**src/rtl/round_ctrl_16_12.sv**
```systemverilog
// rtl/round_ctrl_16_12.sv - two-stage 16-to-12-bit signed rounding pipeline with frame-aligned mode changes
// Optional: ROUND_SAT_EN clamps overflowing results to 0x7FF instead of wrapping to 0x800.
module round_ctrl_16_12 #(
    parameter int OVF_CNT_W = 16
) (
    input  logic                 clk,
    input  logic                 rst_n,
    input  logic [1:0]           cfg_mode_i,
    input  logic                 cfg_we_i,
    output logic [1:0]           cfg_mode_o,
    output logic                 cfg_busy_o,
    input  logic [15:0]          in_data_i,
    input  logic                 in_last_i,
    input  logic                 in_valid_i,
    output logic                 in_ready_o,
    output logic [11:0]          out_data_o,
    output logic                 out_last_o,
    output logic                 out_ovf_o,
    output logic                 out_valid_o,
    input  logic                 out_ready_i,
    output logic [OVF_CNT_W-1:0] ovf_cnt_o,
    input  logic                 ovf_clr_i
);

    localparam logic [1:0] ST_RUN   = 2'd0;
    localparam logic [1:0] ST_DRAIN = 2'd1;
    localparam logic [1:0] ST_APPLY = 2'd2;

    logic [1:0]           state_q, state_d;
    logic                 rdy_q;
    logic [1:0]           act_mode_q, act_mode_d;
    logic [1:0]           pend_mode_q, pend_mode_d;
    logic                 pend_q, pend_d;

    logic                 s1_valid_q, s1_valid_d;
    logic [15:0]          s1_data_q, s1_data_d;
    logic                 s1_last_q, s1_last_d;
    logic [1:0]           s1_mode_q, s1_mode_d;

    logic                 s2_valid_q, s2_valid_d;
    logic [11:0]          s2_data_q, s2_data_d;
    logic                 s2_last_q, s2_last_d;
    logic                 s2_ovf_q, s2_ovf_d;

    logic [OVF_CNT_W-1:0] ovf_cnt_q, ovf_cnt_d;

    logic                 s2_adv, s1_adv, in_fire, out_fire, pipe_empty;
    logic [11:0]          trunc;
    logic                 guard, sticky, inc, ovf;
    logic [12:0]          sum13;
    logic [11:0]          res;

    assign s2_adv     = !s2_valid_q || out_ready_i;
    assign s1_adv     = !s1_valid_q || s2_adv;
    assign in_ready_o = rdy_q && (state_q == ST_RUN) && s1_adv;
    assign in_fire    = in_valid_i && in_ready_o;
    assign out_fire   = s2_valid_q && out_ready_i;
    assign pipe_empty = !s1_valid_q && !s2_valid_q;

    // Rounding operates on the S1 sample with the mode captured alongside it.
    always_comb begin
        trunc  = s1_data_q[15:4];
        guard  = s1_data_q[3];
        sticky = |s1_data_q[2:0];
        case (s1_mode_q)
            2'd0:    inc = 1'b0;
            2'd1:    inc = guard;
            2'd2:    inc = s1_data_q[15] && (guard || sticky);
            default: inc = guard && (s1_data_q[4] || sticky);
        endcase
        sum13 = {trunc[11], trunc} + {12'd0, inc};
        ovf   = sum13[12] ^ sum13[11];
`ifdef ROUND_SAT_EN
        res   = ovf ? 12'h7FF : sum13[11:0];
`else
        res   = sum13[11:0];
`endif
    end

    always_comb begin
        s1_valid_d = s1_valid_q;
        s1_data_d  = s1_data_q;
        s1_last_d  = s1_last_q;
        s1_mode_d  = s1_mode_q;
        if (s1_adv) begin
            s1_valid_d = in_fire;
            if (in_fire) begin
                s1_data_d = in_data_i;
                s1_last_d = in_last_i;
                s1_mode_d = act_mode_q;
            end
        end

        s2_valid_d = s2_valid_q;
        s2_data_d  = s2_data_q;
        s2_last_d  = s2_last_q;
        s2_ovf_d   = s2_ovf_q;
        if (s2_adv) begin
            s2_valid_d = s1_valid_q;
            if (s1_valid_q) begin
                s2_data_d = res;
                s2_last_d = s1_last_q;
                s2_ovf_d  = ovf;
            end
        end

        ovf_cnt_d = ovf_cnt_q;
        if (ovf_clr_i) begin
            ovf_cnt_d = '0;
        end else if (out_fire && s2_ovf_q && !(&ovf_cnt_q)) begin
            ovf_cnt_d = ovf_cnt_q + 1'b1;
        end
    end

    // A write during APPLY lands after the active mode is taken, so it stays pending.
    always_comb begin
        state_d     = state_q;
        act_mode_d  = act_mode_q;
        pend_mode_d = pend_mode_q;
        pend_d      = pend_q;
        case (state_q)
            ST_RUN: begin
                if (in_fire && in_last_i && (pend_q || cfg_we_i)) begin
                    state_d = ST_DRAIN;
                end else if (cfg_we_i && pipe_empty && !in_fire) begin
                    state_d = ST_APPLY;
                end
            end
            ST_DRAIN: begin
                if (pipe_empty) begin
                    state_d = ST_APPLY;
                end
            end
            default: begin
                act_mode_d = pend_mode_q;
                pend_d     = 1'b0;
                state_d    = ST_RUN;
            end
        endcase
        if (cfg_we_i) begin
            pend_mode_d = cfg_mode_i;
            pend_d      = 1'b1;
        end
    end

    always_ff @(posedge clk or negedge rst_n) begin
        if (!rst_n) begin
            state_q     <= ST_RUN;
            rdy_q       <= 1'b0;
            act_mode_q  <= 2'd0;
            pend_mode_q <= 2'd0;
            pend_q      <= 1'b0;
            s1_valid_q  <= 1'b0;
            s1_data_q   <= '0;
            s1_last_q   <= 1'b0;
            s1_mode_q   <= 2'd0;
            s2_valid_q  <= 1'b0;
            s2_data_q   <= '0;
            s2_last_q   <= 1'b0;
            s2_ovf_q    <= 1'b0;
            ovf_cnt_q   <= '0;
        end else begin
            state_q     <= state_d;
            rdy_q       <= 1'b1;
            act_mode_q  <= act_mode_d;
            pend_mode_q <= pend_mode_d;
            pend_q      <= pend_d;
            s1_valid_q  <= s1_valid_d;
            s1_data_q   <= s1_data_d;
            s1_last_q   <= s1_last_d;
            s1_mode_q   <= s1_mode_d;
            s2_valid_q  <= s2_valid_d;
            s2_data_q   <= s2_data_d;
            s2_last_q   <= s2_last_d;
            s2_ovf_q    <= s2_ovf_d;
            ovf_cnt_q   <= ovf_cnt_d;
        end
    end

    assign cfg_mode_o  = act_mode_q;
    assign cfg_busy_o  = pend_q;
    assign out_data_o  = s2_data_q;
    assign out_last_o  = s2_last_q;
    assign out_ovf_o   = s2_ovf_q;
    assign out_valid_o = s2_valid_q;
    assign ovf_cnt_o   = ovf_cnt_q;

endmodule

```
**config.mk**
```make
export PLATFORM = sky130hd
export DESIGN_NAME = round_ctrl_16_12
export DESIGN_NICKNAME = d
export VERILOG_FILES = /design/src/rtl/round_ctrl_16_12.sv
export SDC_FILE = /design/constraint.sdc
export NUM_CORES = 1
export LEC_CHECK = 0
export ABC_AREA = 1
export BUFFER_PORTS_ARGS = -buffer_cell sky130_fd_sc_hd__buf_2
export CAP_MARGIN = 25
export CORE_MARGIN = 1.5
export CORE_UTILIZATION = 55
export CTS_CLUSTER_DIAMETER = 30
export CTS_CLUSTER_SIZE = 25
export DETAILED_ROUTE_END_ITERATION = 8
export PLACE_DENSITY_LB_ADDON = 0.08
export SLEW_MARGIN = 20
export SYNTH_ARGS = -nofsm -noshare
export SYNTH_HDL_FRONTEND = slang
export SYNTH_SLANG_ARGS = --single-unit
```
**constraint.sdc**
```tcl
create_clock -name clk -period 1.9 [get_ports clk]
set_input_delay 0.095 -clock clk [delete_from_list [all_inputs] [get_ports clk]]
set_output_delay 0.095 -clock clk [all_outputs]
set_load 0.02 [all_outputs]
```
== Word level (Yosys, flattened, before mapping) ==
Cells that the tools add are included.

* Flip-flop bits (word level): 59
* Latch bits: 0
* Bits in read-only memories: 0
* Logic and storage cells: 63
* Memory bits (writable): 0
* Memories: 0
* Output and inout bits: 35

* Multiply operators: 0
* Divide/modulo/power cells: 0
* Bitwise gates (word level): 1
* Shift operators: 0
* Equality and inequality tests: 6
* Add/subtract/negate cells: 2
* Order comparisons: 0
* Mux-type cells: 9
* Reduce and logical (&&, ||, !) cells: 31

{| class="wikitable"
|+ Operator list
! operator !! count
|-
| 16-bit 2-to-1 mux || 2
|-
| 16-bit by 1-bit adder with 16-bit output, second input constant || 1
|-
| 16-bit AND reduction || 1
|-
| 12-bit by 2-bit adder with 13-bit output || 1
|-
| 1-bit logical AND || 13
|-
| 2-bit 2-to-1 mux || 3
|-
| 2-bit AND reduction || 3
|-
| 1-bit logical OR || 5
|-
| 2-bit by 1-bit equality test with 1-bit output, second input constant || 2
|-
| 1-bit zero test || 4
|-
| 2-bit zero test || 2
|-
| 2-bit one-hot mux with 2 select lines || 1
|-
| 3-bit by 1-bit != test with 1-bit output, second input constant || 1
|-
| 1-bit one-hot mux with 3 select lines || 1
|-
| 3-bit OR reduction || 1
|-
| 2-bit equality test, second input constant || 1
|-
| 1-bit 2-to-1 mux || 2
|-
| 2-bit by 1-bit != test with 1-bit output, second input constant || 1
|-
| 2-bit != test, second input constant || 1
|-
| 2-bit nonzero test || 1
|-
| 2-bit OR reduction || 1
|-
| 1-bit bitwise XOR || 1
|}

== Longest topological paths before layout ==
Gate-level depths: netlist (run 1).

* Word-level depth: 10
* Mapped depth: 15
* Mapped depth without buffers: 15

== Worst setup path before layout (run 1) ==
OpenSTA, ideal clock, no wires.

* Path type: register to register
* Start: register s1_data_q[1]
* End: register s2_data_q[8] (netlist: out_data_o[8])
* Path slack: 0.167 ns
* Setup time: 0.127 ns
* Arrival time: 1.606 ns
* Stages on the path, launching flop included: 14
* Required time: 1.773 ns
* Path buffers: 0
* Period minus slack after synthesis: 1.733 ns
* Cells stage by stage: dfrtp_1 > nor2_1 > nand3_1 > nand2_1 > nand2_1 > nand3b_1 > inv_1 > ha_1 > ha_1 > nand3_1 > nor2_1 > nand2_1 > xor2_1 > o21ai_0

* Cells in the longest elaborated chain, start to end: 5
* Elaborated cells between the ends (all ways): 7
* Those cells by class: 1 x add/sub; 1 x mux; 5 x reduce/logical

{| class="wikitable"
|+ Ends and longest elaborated chain
! item !! RTL line !! RTL
|-
| start: declaration || 36 || <nowiki>logic [15:0] s1_data_q, s1_data_d;</nowiki>
|-
| start signal: assignment || 169 || <nowiki>s1_data_q <= s1_data_d;</nowiki>
|-
| 3-bit OR reduction (*) || 64 || <nowiki>sticky = |s1_data_q[2:0];</nowiki>
|-
| 1-bit logical OR (on tied branches) || 69, 68 ||
|-
| 1-bit logical AND (on tied branches) || 69, 68 ||
|-
| 1-bit one-hot mux with 3 select lines (*) || 65 || <nowiki>case (s1_mode_q)</nowiki>
|-
| 12-bit by 2-bit adder with 13-bit output (*) || 71 || <nowiki>sum13 = {trunc[11], trunc} + {12'd0, inc};</nowiki>
|-
| end signal: assignment || 173 || <nowiki>s2_data_q <= s2_data_d;</nowiki>
|-
| end: declaration || 41 || <nowiki>logic [11:0] s2_data_q, s2_data_d;</nowiki>
|}

Every way passes the cells marked *; elsewhere a longest branch is shown, timed or not.
A chain may end at the register's enable or synchronous reset.

== Final worst setup path (run 1) ==
Ends and elaborated chain as after synthesis.

==> impl_metrics.toml, run 1 <==
[grt]
grt_pass1_wl_mm = 11.5
antenna_found_initial = 0
grt_overflow = 0
grt_pass1_vias = 2559
grt.total_usage_pct = 24.9
grt_max_degree = 60

[clock_network]
clkTransAtPathRegs_ps = 60
cts_root_buf = "clkbuf_8"
cts.path.max_buffers = 2
worstSkewPairLatency_ps = 330
cts_sinks = 59
htreeDepth = 3
cts_tree = "built"
numCtsBuffers = 9

[die]
core_area_mm2 = 0.00514
ioPinCount = 60
std_cell_rows = 26
initial_core_util_pct = 57.6
die_y_um = 76.4
die_area_mm2 = 0.00583
die_width_um = 76.4

[power]
leakagePower_nw = 2.00
vdd_ir_drop_max_v = 0.000831
pwr-share-clk_pct = 25.5
powerDensity_mw_per_mm2 = 1140
p_int_mw = 2.84
p_seq_share_pct = 44.0
power_frac_comb_pct = 30.6
switching_share_pct = 36.1
p_switching_mw = 1.61

[critical_path]
r2r_end = "out_data_o[8]"
worstSetupPathType = "reg2reg"
cpLargestDelayFamily = "simple AND/OR/NAND/NOR gates"
cp_data_arrival_time_ps = 1980
max_stage_delay_ps = 390
crit_fanout = 3
crit_buf_inv = 1
required_ps = 2110
r2r-start = "s1_data_q[1]"
critPathMostFrequentCell = "nand2_1"
reg2regPathDepth = 13
critPathSlowestCell = "dfrtp_1"
rrSetupSlack_ps = 130
critPathLaunchType = "flop"
end_kind = "flop"
crit_chain = "nor2_2 -> nand3_1 -> nand2_1 -> nand2_1 -> nand3b_1 -> inv_2 -> ha_4 -> ha_4 -> nand3_4 -> nor2_4 -> nand2_1 -> xor2_1 -> o21ai_0"

[placement]
place_hpwl_mm = 4.53
gp_congestion = 0.878
port_buffers = 59
dpl_cell_area_mm2 = 0.00336

[flow_run]
drv_cap = 0

[routing]
vias = 2787
first_pass_iters = 4
post_drt_wl_per_cell_um = 12.5
drt_iter0_markers = 128
viasPerCell = 5.07
postRouteAntennaNets = 0
routed_wl_mm = 6.85
drc = 0

[cells_and_area]
areaGrowthSynthToFinish_pct = 31.3
drive_gt1_share_pct = 22.1
design_area_mm2 = 0.00389
diodes = 0
nets = 504
finish.utilization_pct = 75.6

[sta]
setup_viol = 0
final.setup_skew_ps = 5.41
min_period_ps = 1770
timing.fmax_mhz = 565
finalHoldViolCount = 0
period_share_pct = 93.2
setup_tns_ps = 0
slew_viol_final = 0

[min_path]
holdPathEnd = "ovf_cnt_o[8]"
hold_class = "in2reg"
hp-start = "ovf_clr_i"
min_path_cells = 2

[synthesis]
post-synth-top-count-cell = "nand2_1"
avgSynthCellArea_um2 = 7.77
netlist_top_cells_count = "148 x nand2_1, 59 x dfrtp_1, 33 x inv_1"
synth-edff-count = 0
postSynthCellCount = 381
synth_flop_cell = "dfrtp_1"
syn-num-nets = 409
netlist.area_leader.share_pct = 49.9
async_flop_share_pct = 100
ys_seq_elements = 59
yosys_warnings = 0
syn_area_mm2 = 0.00296
synth_area_leaders = "dfrtp_1 50%, nand2_1 19%, inv_1 4.2%"
ys_types = 29
yosysSeqAreaShare_pct = 49.9
yosys.area.top_type = "dfrtp_1"

[status]
status = "complete, no violations"
-- registers in the layout (all words and copies together) (netlist names), 2 cells and up --
register	flops
out_data_o	12
state_q	2
s1_data_q	16
pend_mode_q	2
cfg_mode_o	2
ovf_cnt_o	16
s1_mode_q	2
-- how the worst max path moves through the flow --
stage | depth (start not counted) | end | slack [ps] | startpoint
after detailed placement | 14 | out_data_o[10] | 20 | s1_data_q[4]
after floorplan | 13 | out_data_o[8] | 170 | s1_data_q[1]
final | 13 | out_data_o[8] | 130 | s1_data_q[1]
after CTS | 13 | out_data_o[8] | 20 | s1_data_q[1]
after global routing | 14 | out_data_o[10] | -8 | s1_data_q[0]
after global placement | 13 | out_data_o[8] | 90 | s1_data_q[1]
-- metal layers --
metal	up-vias	part of all wire, %	track usage (%)
met5	-	0	0
met1	1309	47	34.5
met3	12	4.1	4.55
met4	0	2.1	10.0
li1	1396	-	-
met2	70	47	38.9
-- layout make-up --
class	instances	area, um^2
clock buffers	13	159
clock inverters	2	35.0
fillers	423	1250
inverters	36	135
multi-input cells	279	1380
flip-flops and latches	59	1480
well taps	70	87.6
repair buffers	91	616
-- per-stage QoR --
| step | total power, mW | instances | hold slack (ps) | setup slack, ps |
|---|---|---|---|---|
| after floorplan | 2.73 | 381 | -201 | 167 |
| after global placement | 3.13 | 509 | 124 | 90.5 |
| after detailed placement | 3.16 | 509 | 123 | 22.3 |
| after CTS | 4.34 | 546 | 39.8 | 15.6 |
| after global routing | 4.75 | 550 | 48.3 | -7.52 |
| final | 4.45 | 550 | 52.3 | 129 |
-- kinds of logic after synthesis --
logic type | count (synthesis) | synth area share (%)
buf+inv | 43 | 5.88
flops | 59 | 49.9
simple gates | 232 | 33.8
compound gates | 33 | 6.13
xor+xnor | 10 | 2.96
fa+ha+maj | 3 | 1.27
other cells | 1 | 0.127
-- worst register-to-register path, cell delays in order, from the launching register on --
cell,delay (ps)
dfrtp_1,390
nor2_2,130
nand3_1,70
nand2_1,60
nand2_1,50
nand3b_1,110
inv_2,60
ha_4,170
ha_4,170
nand3_4,90
nor2_4,50
nand2_1,80
xor2_1,140
o21ai_0,80
-- power groups by stage --
| stage | registers, mW | logic [mW] | clock network, mW |
|---|---|---|---|
| after CTS | 1.93 | 1.26 | 1.15 |
| after global placement | 1.94 | 1.19 | 0 |
| final | 1.96 | 1.36 | 1.13 |
| after floorplan | 2.07 | 0.658 | 0 |
| after global routing | 2.01 | 1.53 | 1.21 |
| after detailed placement | 1.94 | 1.22 | 0 |
-- repair_timing --
action                                  4_1_cts  5_1_grt
pin swaps                                     0        3
hold buffers                                 22        0
endpoints found under the hold margin        78        0
setup buffers                                 0        4
cloned                                        0        0
endpoints found under the setup margin        2       14
gates resized for setup                       1       15
-- cells in the final DEF (no fill, tap or decap), drive strengths merged, types with 3 or more instances in the layout --
| master | n |
|---|---|
| nand2 | 150 |
| buf | 69 |
| dfrtp | 59 |
| nor2 | 38 |
| inv | 36 |
| o21ai | 25 |
| dlygate4sd3 | 22 |
| nand3 | 21 |
| nand4 | 15 |
| clkbuf | 13 |
| xor2 | 8 |
| o21bai | 6 |
| nor3 | 3 |
| ha | 3 |
(Power assumes the default switching activity.)
==> inputs of run 2 (changes only) <==
- clock period: 1.9 -> 2 ns (I/O delays scaled with it)
==> impl_metrics.toml, run 2 (synthesis gave the netlist of run 1 again) <==
[min_path]
hp-start = "in_data_i[15]"
min_path_cells = 3
hold_class = "in2reg"
holdPathEnd = "s1_data_q[15]"

[clock_network]
cts_tree = "built"
cts_sinks = 59
cts_root_buf = "clkbuf_8"
htreeDepth = 3
cts.path.max_buffers = 2
clkTransAtPathRegs_ps = 60
worstSkewPairLatency_ps = 320
numCtsBuffers = 9

[grt]
grt.total_usage_pct = 25.2
grt_max_degree = 60
grt_overflow = 0
grt_pass1_wl_mm = 11.8
grt_pass1_vias = 2658
antenna_found_initial = 0

[sta]
slew_headroom_pct = 51.6
whs_ps = 15.0
final.setup_skew_ps = 4.13
layout_setup_ws_ps = 134
max_slew.worst_pin.slew_ps = 726
slew_viol_final = 0
rsz0062_at_grt = "no"
setup_tns_ps = 0
setup_viol = 0
period_share_pct = 93.3
min_period_ps = 1870
timing.fmax_mhz = 536
finalHoldViolCount = 0

[critical_path]
r2r-start = "s1_data_q[4]"
crit_chain = "nor2_1 -> nand3_1 -> nand2_1 -> nand2_1 -> nand3b_1 -> inv_1 -> ha_1 -> ha_2 -> nand3_4 -> nor2_4 -> nand2_1 -> xor2_1 -> o21ai_0"
required_ps = 2250
critPathLaunchType = "flop"
rrSetupSlack_ps = 130
critPathMostFrequentCell = "nand2_1"
max_stage_delay_ps = 390
worstSetupPathType = "reg2reg"
cp_data_arrival_time_ps = 2110
reg2regPathDepth = 13
end_kind = "flop"
crit_fanout = 4
r2r_end = "out_data_o[8]"
critPathSlowestCell = "dfrtp_1"

[placement]
port_buffers = 59
place_hpwl_mm = 4.71
dpl_cell_area_mm2 = 0.00334
dp.cells = 508
place_ws_ps = 13.9
gp_congestion = 0.858

[flow_run]
drv_cap = 0

[routing]
drt_iter0_markers = 134
routed_wl_mm = 6.86
first_pass_iters = 5
postRouteAntennaNets = 0
vias = 2830
drc = 0
viasPerCell = 5.22
post_drt_wl_per_cell_um = 12.7

[power]
powerDensity_mw_per_mm2 = 1100
leakagePower_nw = 1.95
vdd_ir_drop_max_v = 0.000735
p_total_mw = 4.11

[die]
std_cell_rows = 26
die_area_mm2 = 0.00583
die_y_um = 76.4
core_area_mm2 = 0.00514
ioPinCount = 60
die_width_um = 76.4
initial_core_util_pct = 57.6

[cells_and_area]
design_area_mm2 = 0.00375
layout_common_cells = "148 x nand2_1, 59 x dfrtp_1, 59 x buf_2"
final_common_cell = "nand2_1"
nets = 497
drive_gt1_share_pct = 21.0
diodes = 0
stdcell_count = 542
finish.utilization_pct = 73.0
areaGrowthSynthToFinish_pct = 26.7

[status]
status = "complete, no violations"
## run 2: area by class of cell
cell class | instances | area [um^2]
Sequential cell | 59 | 1480
Fill cell | 452 | 1390
Multi-Input combinational cell | 279 | 1340
Timing Repair Buffer | 84 | 528
Clock buffer | 12 | 145
Inverter | 36 | 135
Tap cell | 70 | 87.6
Clock inverter | 2 | 37.5
## run 2: report_power, final
| part | leakage (nW) | internal [mW] | total [mW] | switching (mW) |
|---|---|---|---|---|
| clock network | 0.0885 | 0.597 | 1.03 | 0.429 |
| registers | 0.762 | 1.55 | 1.85 | 0.299 |
| logic | 1.10 | 0.474 | 1.23 | 0.758 |
| total | 1.95 | 2.62 | 4.11 | 1.49 |
## run 2: worst max-delay path by stage
stage                  from              to  slack [ps]
6_report       s1_data_q[4]   out_data_o[8]         130
5_1_grt        s1_data_q[1]   out_data_o[8]           1
4_1_cts        s1_data_q[1]   out_data_o[8]          20
3_5_place_dp   s1_data_q[4]  out_data_o[10]          10
3_3_place_gp   s1_data_q[1]   out_data_o[8]         140
2_1_floorplan  s1_data_q[1]   out_data_o[8]         270
## run 2: critical path, delay by kind of cell, from the launching register on
family,cells,cell delay [ps]
xor gates and xnor gates,1,150
and+or+nand+nor,8,680
buffers and inverters,1,60
DFF,1,390
adders and majority gates,2,380
AOI/OAI and AO/OA,1,130
## run 2: timing repair
action,in CTS,in global routing
endpoints found under the hold margin,75,0
buffers inserted,0,2
pin swaps,0,1
gates cloned,0,0
hold buffers,18,0
resized for setup,1,8
setup endpoints to repair,1,4
## run 2: metal layers
metal	wire length, um	global-route usage [%]	vias up
met2	3250	40.5	90
met5	0	0	-
met3	351	4.19	13
met4	95	8.33	0
met1	3170	34.8	1346
li1	-	-	1381
